### src/rtl/uart_rx.sv
// -----------------------------------------------------------------------------
// uart_rx
//
// UART receive path (8N1 by default), counterpart of the transmit FSM.
// The asynchronous serial line is brought into the clk_50M domain through a
// two-flop synchroniser, oversampled on a tick strobe running at
// OVERSAMPLE x baud, and framed as start / DATA_BITS data (LSB first) / stop.
// A good frame updates rx_data and pulses rx_valid for one clock; a frame
// whose stop bit samples low pulses frame_err instead and leaves rx_data
// untouched.
//
// Parameters
//   DATA_BITS   data bits per frame, LSB first, no parity (default 8)
//   OVERSAMPLE  tick_16x pulses per bit period, even and >= 4 (default 16)
//
// Ports
//   clk_50M    in   system clock
//   rst_n      in   synchronous active-low reset
//   tick_16x   in   one-cycle strobe at OVERSAMPLE x baud
//   rxd        in   asynchronous serial input, idle high
//   rx_data    out  last correctly framed byte (held until the next one)
//   rx_valid   out  one-cycle pulse, rx_data updated this cycle
//   frame_err  out  one-cycle pulse, stop bit sampled low
//   busy       out  high while a frame is in progress
// -----------------------------------------------------------------------------
module uart_rx #(
    parameter int DATA_BITS  = 8,
    parameter int OVERSAMPLE = 16
) (
    input  logic                 clk_50M,
    input  logic                 rst_n,
    input  logic                 tick_16x,
    input  logic                 rxd,
    output logic [DATA_BITS-1:0] rx_data,
    output logic                 rx_valid,
    output logic                 frame_err,
    output logic                 busy
);

    localparam int TW = (OVERSAMPLE > 1) ? $clog2(OVERSAMPLE) : 1;
    localparam int BW = (DATA_BITS  > 1) ? $clog2(DATA_BITS)  : 1;

    localparam logic [1:0] IDLE  = 2'd0;
    localparam logic [1:0] START = 2'd1;
    localparam logic [1:0] DATA  = 2'd2;
    localparam logic [1:0] STOP  = 2'd3;

    localparam logic [TW-1:0] HALF_LAST = TW'(OVERSAMPLE/2 - 1);
    localparam logic [TW-1:0] FULL_LAST = TW'(OVERSAMPLE - 1);
    localparam logic [BW-1:0] BIT_LAST  = BW'(DATA_BITS - 1);

    logic                 rxd_meta;
    logic                 rxd_s;
    logic                 rxd_prev;
    logic                 start_edge;

    logic [1:0]           state;
    logic [TW-1:0]        tick_cnt;
    logic [BW-1:0]        bit_cnt;
    logic [DATA_BITS-1:0] shift_reg;

    // Synchroniser and edge-detect history reset to the idle (high) level so
    // that reset release on an idle line never looks like a start edge.
    always_ff @(posedge clk_50M) begin
        if (!rst_n) begin
            rxd_meta <= 1'b1;
            rxd_s    <= 1'b1;
            rxd_prev <= 1'b1;
        end else begin
            rxd_meta <= rxd;
            rxd_s    <= rxd_meta;
            rxd_prev <= rxd_s;
        end
    end

    // Only a genuine falling edge starts a frame; a line that is merely low
    // (break, or still low after a framing error) is ignored.
    assign start_edge = rxd_prev & ~rxd_s;

    assign busy = (state != IDLE);

    always_ff @(posedge clk_50M) begin
        if (!rst_n) begin
            state     <= IDLE;
            tick_cnt  <= '0;
            bit_cnt   <= '0;
            shift_reg <= '0;
            rx_data   <= '0;
            rx_valid  <= 1'b0;
            frame_err <= 1'b0;
        end else begin
            rx_valid  <= 1'b0;
            frame_err <= 1'b0;

            case (state)
                IDLE: begin
                    if (start_edge) begin
                        state    <= START;
                        tick_cnt <= '0;
                    end
                end

                START: begin
                    if (tick_16x) begin
                        if (tick_cnt == HALF_LAST) begin
                            if (!rxd_s) begin
                                state    <= DATA;
                                tick_cnt <= '0;
                                bit_cnt  <= '0;
                            end else begin
                                // Start bit gone by mid-bit: treat as a glitch.
                                state    <= IDLE;
                            end
                        end else begin
                            tick_cnt <= tick_cnt + TW'(1);
                        end
                    end
                end

                DATA: begin
                    if (tick_16x) begin
                        if (tick_cnt == FULL_LAST) begin
                            tick_cnt  <= '0;
                            shift_reg <= {rxd_s, shift_reg[DATA_BITS-1:1]};
                            bit_cnt   <= bit_cnt + BW'(1);
                            if (bit_cnt == BIT_LAST) begin
                                state <= STOP;
                            end
                        end else begin
                            tick_cnt <= tick_cnt + TW'(1);
                        end
                    end
                end

                STOP: begin
                    if (tick_16x) begin
                        if (tick_cnt == FULL_LAST) begin
                            tick_cnt <= '0;
                            // Leaving at mid stop bit lets a back-to-back
                            // start edge be caught with no idle gap.
                            state    <= IDLE;
                            if (rxd_s) begin
                                rx_data  <= shift_reg;
                                rx_valid <= 1'b1;
                            end else begin
                                frame_err <= 1'b1;
                            end
                        end else begin
                            tick_cnt <= tick_cnt + TW'(1);
                        end
                    end
                end

                default: begin
                    state <= IDLE;
                end
            endcase
        end
    end

endmodule

### config.mk
export PLATFORM = sky130hd
export DESIGN_NAME = uart_rx
export DESIGN_NICKNAME = d
export VERILOG_FILES = /design/src/rtl/uart_rx.sv
export SDC_FILE = /design/constraint.sdc
export NUM_CORES = 1
export LEC_CHECK = 0
export ABC_AREA = 1
export BUFFER_PORTS_ARGS = -buffer_cell sky130_fd_sc_hd__buf_2
export CAP_MARGIN = 20
export CORE_MARGIN = 4
export CORE_UTILIZATION = 50
export DETAILED_ROUTE_END_ITERATION = 16
export PLACE_DENSITY = 0.7
export SLEW_MARGIN = 5
export SYNTH_ARGS = -nofsm -noshare
export SYNTH_HDL_FRONTEND = slang
export SYNTH_SLANG_ARGS = --single-unit
### constraint.sdc
create_clock -name clk_50M -period 1.6 [get_ports clk_50M]
set_input_delay 0.32 -clock clk_50M [delete_from_list [all_inputs] [get_ports clk_50M]]
set_output_delay 0.32 -clock clk_50M [all_outputs]
set_load 0.005 [all_outputs]
## Word-level counts from Yosys, hierarchy flattened

Index checks and enable logic that the tools add are counted.

- Flip-flop bits (word level): 30
- Output and inout bits: 11
- Bits of input ports: 4
- Logic and storage cells: 66

- Equality and inequality tests: 17
- Reduce and logical (&&, ||, !) cells: 10
- Muxes and demuxes: 25
- Add/sub/neg operators: 2
- Bitwise gates (word level): 2

Operators by type and width:

| kind | number |
|---|---|
| 4-bit 2-to-1 mux | 6 |
| 2-bit 2-to-1 mux | 9 |
| 2-bit inequality test, second input constant | 9 |
| 3-bit 2-to-1 mux | 5 |
| 4-bit one-hot mux with 3 select lines | 1 |
| 4-bit AND reduction | 3 |
| 2-bit one-hot mux with 4 select lines | 1 |
| 8-bit AND reduction | 1 |
| 3-bit one-hot mux with 2 select lines | 1 |
| 6-bit AND reduction | 1 |
| 4-bit by 1-bit adder with 4-bit output, second input constant | 1 |
| 2-bit equality test, second input constant | 2 |
| 4-bit by 3-bit equality test with 1-bit output, second input constant | 1 |
| 4-bit equality test, second input constant | 1 |
| 2-bit nonzero test | 2 |
| 3-bit by 1-bit adder with 3-bit output, second input constant | 1 |
| 3-bit equality test, second input constant | 1 |
| 3-bit inequality test, second input constant | 1 |
| 3-bit AND reduction | 1 |
| 2-bit by 1-bit equality test with 1-bit output, second input constant | 1 |
| 2-bit zero test | 1 |
| 1-bit 2-to-1 mux | 2 |
| 2-bit by 1-bit inequality test with 1-bit output, second input constant | 1 |
| 2-bit OR reduction | 1 |
| 2 further kinds | 2 |

## Logic depth before layout (Yosys ltp)

Gate-level depths: netlist (run 1).

- Depth in word-level cells: 5
- Mapped depth: 9
- Mapped depth without buffers: 9

## Worst setup path before layout (run 1)

OpenSTA, ideal clock, no wires.

- Kind: reg-to-reg
- Start point: register tick_cnt[0]
- End point: register rx_data[4]
- Cell stages (with the launch flop): 8
- Path slack: 0.311 ns
- Buffers on the path: 1
- Clock period less this slack: 1.289 ns
- Data required time: 1.484 ns
- Arrival: 1.173 ns
- Cells stage by stage: dfxtp_1 -> ha_1 -> nand3_2 -> inv_1 -> nand3_2 -> buf_6 -> o21ai_1 -> a21oi_1

- Word-level cells in the longest chain between the ends: 2

Ends and longest elaborated chain:

| what | line | RTL |
|---|---|---|
| start, declared | 58 | `logic [TW-1:0] tick_cnt;` |
| start signal, assigned | 115 | `tick_cnt <= tick_cnt + TW'(1);` |
| start signal, assigned | 130 | `tick_cnt <= tick_cnt + TW'(1);` |
| start signal, assigned | 149 | `tick_cnt <= tick_cnt + TW'(1);` |
| 4-bit equality test | 137 | `if (tick_cnt == FULL_LAST) begin` |
| 4-bit AND reduction (no line) | n/a |  |
| end signal, assigned | 143 | `rx_data <= shift_reg;` |
| end, declared | 34 | `output logic [DATA_BITS-1:0] rx_data,` |

No other way between the ends.
A chain may end at the register's enable or synchronous reset.

## Worst setup path after layout (run 1)

- Start point: register tick_cnt[0]
- End point: register bit_cnt[0]

- Word-level cells in the longest chain between the ends: 3

Ends and longest elaborated chain:

| what | line | RTL |
|---|---|---|
| 4-bit equality test / 4-bit by 3-bit equality test with 1-bit output (equally long branches) | 122, 105 |  |
| 2-bit inequality test (no line) | n/a |  |
| 6-bit AND reduction (no line) (*) | n/a |  |
| end signal, assigned | 125 | `bit_cnt <= bit_cnt + BW'(1);` |
| end, declared | 59 | `logic [BW-1:0] bit_cnt;` |

Mark *: on every way between the ends. The rest lies on a longest branch, timed or not.

==> summary.txt, run 1 <==
Detailed routing
  – Via/cell ratio: 4.98
  – Vias: 1,071
  – WL per Instance: 11.2 um
  – Initial DRC count: 35
  – Final Routed Wirelength: 2.42 mm
  – Drt drc: 0
  – Initial DRT Pass Iterations: 4
  – Antenna-violating nets left: 0

Synthesis
  – Adder-cell share of the synthesized area: 2.85%
  – Synth top area share: 45.6%
  – Largest cells by area after synthesis: dfxtp_1, a21oi_1, nand2_1
  – Syn_nets: 172
  – Main combinational cell family by area after synthesis: simple AND/OR/NAND/NOR gates
  – Post-Synth Simple-Gate Area: 26.0%
  – YS warnings: 0
  – Gate Count Post-Synth: 165
  – Seq/Total Area, Yosys: 45.6%
  – Syn Area/Cell: 7.98 sq um
  – Cell Area, Synth: 1320 sq um
  – #FFs+latches synth: 30
  – Cell type with the largest total area after synthesis: dfxtp_1
  – Ys flop type: dfxtp_1
  – Post-synthesis mux area share: 0%
  – Count of cell types in the netlist: 25
  – Compound-Gate Fraction of Synth Area: 15.3%
  – Most common cell in the netlist: dfxtp_1
  – Async S/R FF share, synth: 0%
  – Post-synth top cells: dfxtp_1, nand2_1, nor2_1, a21oi_1, inv_1
  – Number of enable flip-flop cells after synthesis: 0
  – Synth Area in XOR/XNOR: 0.665%

Cells and area
  – Design Area, Final: 1490 sq um
  – Diode count: 0
  – Layout cells sized above 1: 23.8%
  – Area delta synth->final: 13.4%
  – Final core utilization: 59.8%
  – FILL cells: 236
  – Nets: 191

Timing
  – Sum Neg Setup Slack: 0 ns
  – Final worst slack: 0.127 ns
  – Final setup fails: 0
  – Final Skew: 0.00845 ns
  – Setup repair after global routing missed its margin: no
  – Fmax: 679 MHz
  – Worst-Margin Slew: 0.274 ns
  – Final Max Slew Viols: 0
  – Endpoints failing hold: 0
  – Final min period: 1.47 ns
  – Rel. slew slack: 81.7%
  – Final period util: 92.1%

Global routing
  – GR Util met2: 21.8%
  – GRT Overall Usage: 15.7%
  – GRT met1 Usage: 20.6%
  – GR met3 Demand/Resource: 6.54%
  – Initial antenna violation count: 0
  – Largest net degree at the start of global routing: 22
  – Total gr overflow: 0
  – GR peak layer: met2
  – Vias in the first global route: 913
  – First-pass GRT wire length: 4.04 mm

Floorplan
  – I/O Pins: 15
  – Initial core utilization: 52.7%
  – Rows: 18
  – Die H: 59.3 um
  – Core area: 2500 sq um
  – Die area: 3520 sq um
  – Die W: 59.3 um

Setup path
  – Worst path max stage delay: 0.37 ns
  – CP max FO: 8
  – Reg-to-reg setup timing slack: 0.13 ns
  – Crit path required time: 1.88 ns
  – Worst setup path class: register to register
  – Reg2reg path depth: 7
  – Crit-path cells: ha_1, nand3_2, nor3_4, inv_2, a21oi_1, o21ai_1, inv_1
  – Critical Path Start Type: register
  – Slowest CP cell: dfxtp_1
  – Worst R2R End: bit_cnt[0]$_SDFFE_PN0P_
  – Critical path's top delay family: simple AND/OR/NAND/NOR gates
  – Buf+Inv Stages, Crit Path: 2
  – FF-to-FF Start: tick_cnt[0]$_SDFFE_PN0P_
  – Worst EP arrival: 1.75 ns
  – Crit end category: register

Place
  – Post-detail-place hpwl: 1.75 mm
  – Global placer's final weighted congestion: 0.853
  – Port Buffers: 14
  – Setup Slack @ Placement: 0.0812 ns
  – Placed Area: 1410 sq um

Job
  – Number of max-cap violations: 0

Hold path
  – Worst hold path class: input port to register
  – Worst hold path depth: 2
  – Hold Crit Endpoint: rxd_meta$_SDFF_PN1_
  – Critical hold path startpoint: rxd

Pwr
  – Peak supply drop: 0.668 mV
  – Power per Cell Area: 1040 nW/um^2
  – Total leakage power: 0.661 nW

Clock network
  – Worst-path clk slew: 0.09 ns
  – H-Tree Depth: 2
  – Clk buf depth: 2
  – CTS root buf: clkbuf_4
  – Clock Latency Late Sink: 0.33 ns
  – Num CTS Buffers: 5
  – CTS Hold Bufs: 0
  – # clock sinks: 30
  – CTS tree: done

Run status
  – Run status: finished clean
-- cells by family (layout without fill, tap and decap cells) --
| logic type | after synthesis | in the layout |
|---|---|---|
| flip-flops | 30 | 30 |
| AO/OA/AOI/OAI | 38 | 38 |
| adder cells (fa/ha/maj) | 3 | 3 |
| XOR/XNOR | 1 | 1 |
| buffers and inverters | 27 | 47 |
| AND/OR/NAND/NOR | 66 | 66 |
-- worst max-delay path by stage --
stage                        startpoint                 endpoint  slack (ns)  cells after the start
2_1_floorplan  tick_cnt[0]$_SDFFE_PN0P_  rx_data[4]$_SDFFE_PN0P_        0.31                      7
3_3_place_gp   tick_cnt[0]$_SDFFE_PN0P_  rx_data[1]$_SDFFE_PN0P_        0.17                      6
3_5_place_dp   tick_cnt[0]$_SDFFE_PN0P_  rx_data[3]$_SDFFE_PN0P_        0.08                      6
4_1_cts                        register                     busy        0.06                      4
5_1_grt        tick_cnt[0]$_SDFFE_PN0P_  bit_cnt[0]$_SDFFE_PN0P_       0.005                      7
6_report       tick_cnt[0]$_SDFFE_PN0P_  bit_cnt[0]$_SDFFE_PN0P_        0.13                      7
-- final cells by class --
cell class,instances,area (sq um),area share [%]
Sequential cell,30,602,40.3
Multi-Input combinational cell,108,598,40.0
Timing Repair Buffer,17,92.6,6.20
Inverter,22,85.1,5.70
Clock buffer,8,78.8,5.28
Tap cell,30,37.5,2.51
-- layer usage --
layer	up-vias	wire length, um
li1	569	-
met1	469	1210
met2	29	999
met3	4	173
met4	0	30
met5	-	0
-- repair_timing --
action / in CTS / in global routing
setup buffers: 0 / 0
gates resized for setup: 0 / 3
hold endpoints to repair: 0 / 0
endpoints found under the setup margin: 0 / 9
-- per-stage QoR --
step                total power [mW]  instances  hold slack (ns)
floorplan                      0.977        165            0.393
global placement                1.02        207            0.396
detailed placement              1.02        207            0.399
CTS                             1.58        215            0.166
global route                    1.65        215            0.157
finish                          1.56        215            0.179
-- cell usage in the layout, fill, tap and decap left out, types with 5 or more instances in the layout --
cell type  instances
nand2_1           25
buf_2             14
nand3_1            7
clkbuf_4           5
dfxtp_1           29
o21ai_0           15
nor2_1            20
a21oi_1           19
inv_1             18
-- where the power goes --
part | total, mW | switching, mW | internal, mW
combinational | 0.222 | 0.146 | 0.0762
clock | 0.552 | 0.252 | 0.300
sequential | 0.784 | 0.0177 | 0.766
-- worst reg2reg max path: cells and delay by family, from the launching register on --
family / cells / cell delay, ns
adders and majority gates: 1 / 0.24
DFF: 1 / 0.37
buffers and inverters: 2 / 0.18
and+or+nand+nor: 2 / 0.42
AOI/OAI and AO/OA: 2 / 0.22
(Power assumes the default switching activity.)
==> inputs of run 2 (changes only) <==
CTS_BUF_LIST = sky130_fd_sc_hd__clkbuf_8   (was default)
==> summary.txt, run 2 (synthesis gave the netlist of run 1 again) <==
Timing
  – Final min period: 1.48 ns
  – Fmax: 677 MHz
  – Worst-Margin Slew: 0.274 ns
  – Final setup fails: 0
  – Rel. slew slack: 81.7%
  – Final Max Slew Viols: 0
  – Final Skew: 0.00496 ns
  – Endpoints failing hold: 0
  – Hold WS: 0.223 ns
  – Sum Neg Setup Slack: 0 ns
  – Setup repair after global routing missed its margin: no
  – Final period util: 92.3%

Pwr
  – Total power: 1.71 mW
  – Peak supply drop: 0.785 mV
  – Total leakage power: 0.673 nW
  – P_int: 1.28 mW
  – Comb power frac: 13.0%
  – Sequential power share: 45.9%
  – Sw frac: 25.4%
  – Power per Cell Area: 1120 nW/um^2
  – Net Switching: 0.435 mW
  – Clock power share: 41.1%

Clock network
  – # clock sinks: 30
  – Post-CTS Setup Bufs: 0
  – CTS root buf: clkbuf_8
  – CTS Hold Bufs: 0
  – Clock Latency Late Sink: 0.28 ns
  – H-Tree Depth: 2
  – Clk buf depth: 2
  – CTS tree: done
  – Num CTS Buffers: 5
  – Worst-path clk slew: 0.06 ns

Hold path
  – Hold Crit Endpoint: rxd_meta$_SDFF_PN1_
  – Critical hold path startpoint: rxd
  – Worst hold path class: input port to register
  – Worst hold path depth: 2

Global routing
  – GRT Overall Usage: 15.7%
  – Total gr overflow: 0
  – Largest net degree at the start of global routing: 22
  – Initial antenna violation count: 0
  – Vias in the first global route: 921
  – First-pass GRT wire length: 4.06 mm

Floorplan
  – Rows: 18
  – I/O Pins: 15
  – Core area: 2500 sq um
  – Die W: 59.3 um
  – Die area: 3520 sq um
  – Initial core utilization: 52.7%
  – Die H: 59.3 um

Job
  – Number of max-cap violations: 0

Setup path
  – Worst setup path class: register to register
  – Reg2reg path depth: 6
  – Crit path required time: 1.77 ns
  – FF-to-FF Start: tick_cnt[0]$_SDFFE_PN0P_
  – Crit-path cells: ha_1, nand3_2, inv_1, nand3_4, o21ai_0, a21oi_1
  – Slowest CP cell: dfxtp_1
  – Crit end category: register
  – CP max FO: 17
  – Worst path max stage delay: 0.37 ns
  – Critical Path Start Type: register
  – Reg-to-reg setup timing slack: 0.12 ns
  – Worst EP arrival: 1.65 ns
  – Worst R2R End: rx_data[3]$_SDFFE_PN0P_

Cells and area
  – Commonest non-fill, non-tap cells in the layout: dfxtp_1, nand2_1, nor2_1
  – Diode count: 0
  – Layout cells sized above 1: 23.2%
  – Commonest non-fill, non-tap cell in the layout: dfxtp_1
  – Area delta synth->final: 15.7%
  – Nets: 191

Detailed routing
  – Antenna-violating nets left: 0
  – Initial DRC count: 28
  – Met1 Routed Length: 1.20 mm
  – Vias: 1,076
  – Via/cell ratio: 5.00
  – Met2 WL: 1.04 mm
  – Drt drc: 0
  – WL per Instance: 11.4 um
  – WL met3: 157 um
  – Initial DRT Pass Iterations: 4
  – Top Metal Used: met4
  – Final Routed Wirelength: 2.45 mm

Place
  – Port Buffers: 14
  – Global placer's final weighted congestion: 0.853
  – Post-detail-place hpwl: 1.75 mm

Run status
  – Run status: finished clean
## run 2: changes by cell type in the layout (fill, tap and decap cells not counted)
cell,previous run,this run
clkbuf_4,5,0
clkbuf_8,3,8
dfxtp_1,29,30
dfxtp_2,1,0
## run 2: repair_timing
action                                  4_1_cts  5_1_grt
gates resized for setup                       0        2
endpoints found under the hold margin         0        0
endpoints found under the setup margin        0        8
## run 2: stage by stage
stage	utilization [%]	std cells	instance area (sq um)	setup slack, ns
finish	61.0	215	1520	0.123
global route	61.0	215	1520	0.00961
CTS	60.7	215	1520	0.0683
detailed placement	56.3	207	1410	0.0812
global placement	56.3	207	1410	0.172
floorplan	-	165	1320	0.311
## run 2: how the worst max path moves through the flow
| stage | start | endpoint | slack, ns | cells after the start |
|---|---|---|---|---|
| 3_3_place_gp | tick_cnt[0]$_SDFFE_PN0P_ | rx_data[1]$_SDFFE_PN0P_ | 0.17 | 6 |
| 5_1_grt | tick_cnt[0]$_SDFFE_PN0P_ | bit_cnt[0]$_SDFFE_PN0P_ | 0.01 | 7 |
| 4_1_cts | tick_cnt[0]$_SDFFE_PN0P_ | rx_data[3]$_SDFFE_PN0P_ | 0.07 | 6 |
| 6_report | tick_cnt[0]$_SDFFE_PN0P_ | rx_data[3]$_SDFFE_PN0P_ | 0.12 | 6 |
| 2_1_floorplan | tick_cnt[0]$_SDFFE_PN0P_ | rx_data[4]$_SDFFE_PN0P_ | 0.31 | 7 |
| 3_5_place_dp | tick_cnt[0]$_SDFFE_PN0P_ | rx_data[3]$_SDFFE_PN0P_ | 0.08 | 6 |
## run 2: critical path: cells and delay by family (launching register included)
kind	cells	cell delay [ns]
compound gates	2	0.29
fa+ha+maj	1	0.24
buf+inv	1	0.14
flops	1	0.37
simple gates	2	0.33
## run 2: final cells by class
class,instances,area (sq um)
tap,30,37.5
fill,230,976
multi-input combinational,108,598
timing repair buffer,17,92.6
clock buffer,8,110
inverter,22,85.1
sequential,30,601
## run 2: metal layers
metal | track usage, % | vias up
li1 | - | 566
met1 | 20.8 | 478
met2 | 22.2 | 26
met3 | 6.54 | 6
met4 | 6.80 | 0
met5 | 0 | -
## run 2: power by group through the flow
| stage | logic (mW) | clock network, mW | registers (mW) |
|---|---|---|---|
| 2_1_floorplan | 0.179 | 0 | 0.798 |
| 3_3_place_gp | 0.217 | 0 | 0.800 |
| 3_5_place_dp | 0.222 | 0 | 0.801 |
| 4_1_cts | 0.223 | 0.723 | 0.785 |
| 5_1_grt | 0.250 | 0.760 | 0.787 |
| 6_report | 0.222 | 0.704 | 0.785 |
==> inputs of run 3 (changes only) <==
CELL_PAD_IN_SITES_DETAIL_PLACEMENT = 1   (was default)
CELL_PAD_IN_SITES_GLOBAL_PLACEMENT = 2   (was default)
CORE_MARGIN = default   (was 4)
CORE_UTILIZATION = 38   (was 50)
PLACE_DENSITY = default   (was 0.7)
PLACE_DENSITY_LB_ADDON = 0.1   (was default)
clock period = 1.77 ns   (was 1.6 ns; I/O delays follow)
==> summary.txt, run 3 (synthesis gave the netlist of run 1 again) <==
Job
  – Number of max-cap violations: 0

Detailed routing
  – Antenna-violating nets left: 0
  – Drt drc: 0
  – Via/cell ratio: 4.70
  – Final Routed Wirelength: 2.75 mm
  – Vias: 1,082
  – WL per Instance: 12.0 um
  – Initial DRT Pass Iterations: 4
  – Initial DRC count: 31

Clock network
  – Num CTS Buffers: 5
  – Clock Latency Late Sink: 0.27 ns
  – CTS Hold Bufs: 0
  – Worst-path clk slew: 0.06 ns
  – Post-CTS Setup Bufs: 0
  – Clk buf depth: 2
  – CTS tree: done
  – Cts repair resizes: 0
  – H-Tree Depth: 2
  – CTS root buf: clkbuf_8
  – # clock sinks: 30

Place
  – Setup Slack @ Placement: 0.206 ns
  – Global placer's final weighted congestion: 0.782
  – Port Buffers: 14
  – Post-detail-place hpwl: 2.09 mm
  – Placed Area: 1430 sq um

Cells and area
  – Commonest non-fill, non-tap cell in the layout: dfxtp_1
  – Diode count: 0
  – Layout cells sized above 1: 22.8%
  – Commonest non-fill, non-tap cells in the layout: dfxtp_1, nand2_1, nor2_1
  – Nets: 191
  – Design Area, Final: 1510 sq um
  – Seq. cell area: 601 sq um
  – Area delta synth->final: 14.2%
  – Multi-input gate area: 591 sq um
  – FILL cells: 453

Timing
  – Final Skew: 0.00491 ns
  – Final worst slack: 0.236 ns
  – Endpoints failing hold: 0
  – Final Max Slew Viols: 0
  – Fmax: 652 MHz
  – Rel. slew slack: 77.9%
  – Sum Neg Setup Slack: 0 ns
  – Worst-Margin Slew: 0.330 ns
  – Setup repair after global routing missed its margin: no
  – Final setup fails: 0
  – Final min period: 1.53 ns
  – Hold WS: 0.264 ns
  – Final period util: 86.7%

Pwr
  – Peak supply drop: 0.431 mV
  – Total leakage power: 0.659 nW
  – Power per Cell Area: 939 nW/um^2
  – Total power: 1.41 mW

Floorplan
  – Core area: 3340 sq um
  – Initial core utilization: 39.5%
  – Die H: 60.9 um
  – Die area: 3710 sq um
  – Rows: 21
  – Die W: 60.9 um
  – I/O Pins: 15

Hold path
  – Worst hold path class: input port to register

Global routing
  – First-pass GRT wire length: 4.46 mm
  – GRT Overall Usage: 17.0%
  – Initial antenna violation count: 0
  – Largest net degree at the start of global routing: 20
  – Vias in the first global route: 1,016
  – Total gr overflow: 0

Setup path
  – Worst setup path class: register to register
  – Critical Path Start Type: register
  – Crit end category: register
  – CP max FO: 8
  – Crit path required time: 1.99 ns
  – Worst EP arrival: 1.76 ns

Run status
  – Run status: finished clean
-- run 3: cell count changes in the layout (fill, tap and decap cells not counted) --
cell      delta
o21ai_0      +1
nand3_2      +1
nand3_4      -1
o21ai_1      -1
clkinv_2     +2
clkbuf_8     -3
-- run 3: area by class of cell --
type | instances | share of cell area [%]
well taps | 46 | 3.82
inverters | 22 | 5.65
flip-flops and latches | 30 | 39.9
clock inverters | 2 | 0.665
repair buffers | 17 | 6.15
clock buffers | 5 | 4.57
multi-input cells | 108 | 39.2
-- run 3: stage by stage --
stage / cells / utilization (%)
2_1_floorplan: 165 / -
3_3_place_gp: 223 / 42.7
3_5_place_dp: 223 / 42.7
4_1_cts: 230 / 45.1
5_1_grt: 230 / 45.1
6_report: 230 / 45.1
-- run 3: worst max-delay path, cell delays in order (launching register included) --
cell,delay (ns)
dfxtp_1,0.35
ha_1,0.23
nand3_2,0.16
nor3_4,0.30
inv_2,0.14
a21oi_1,0.15
o21ai_1,0.09
inv_1,0.06
-- run 3: worst paths after layout --
check	start	endpoint	slack [ns]	cells past startpoint
worst max-delay path	tick_cnt[0]$_SDFFE_PN0P_	bit_cnt[0]$_SDFFE_PN0P_	0.24	7
worst min-delay path	rxd	rxd_meta$_SDFF_PN1_	0.26	2
worst max register to register	tick_cnt[0]$_SDFFE_PN0P_	bit_cnt[0]$_SDFFE_PN0P_	0.24	7
worst min register to register	rxd_meta$_SDFF_PN1_	rxd_s$_SDFF_PN1_	0.42	1
-- run 3: layer usage --
metal	wire, um	GRT usage [%]	share of wire, %	vias up
met4	0	4.87	0	0
met3	143	5.97	5.2	0
met2	1300	27.9	47	17
li1	-	-	-	562
met5	0	0	0	-
met1	1310	21.0	48	503
-- run 3: power by group --
group          switching (mW)  total, mW  internal (mW)  leakage [nW]
logic                   0.137      0.206         0.0694         0.373
registers              0.0168      0.710          0.693         0.243
clock network           0.235      0.498          0.263        0.0438
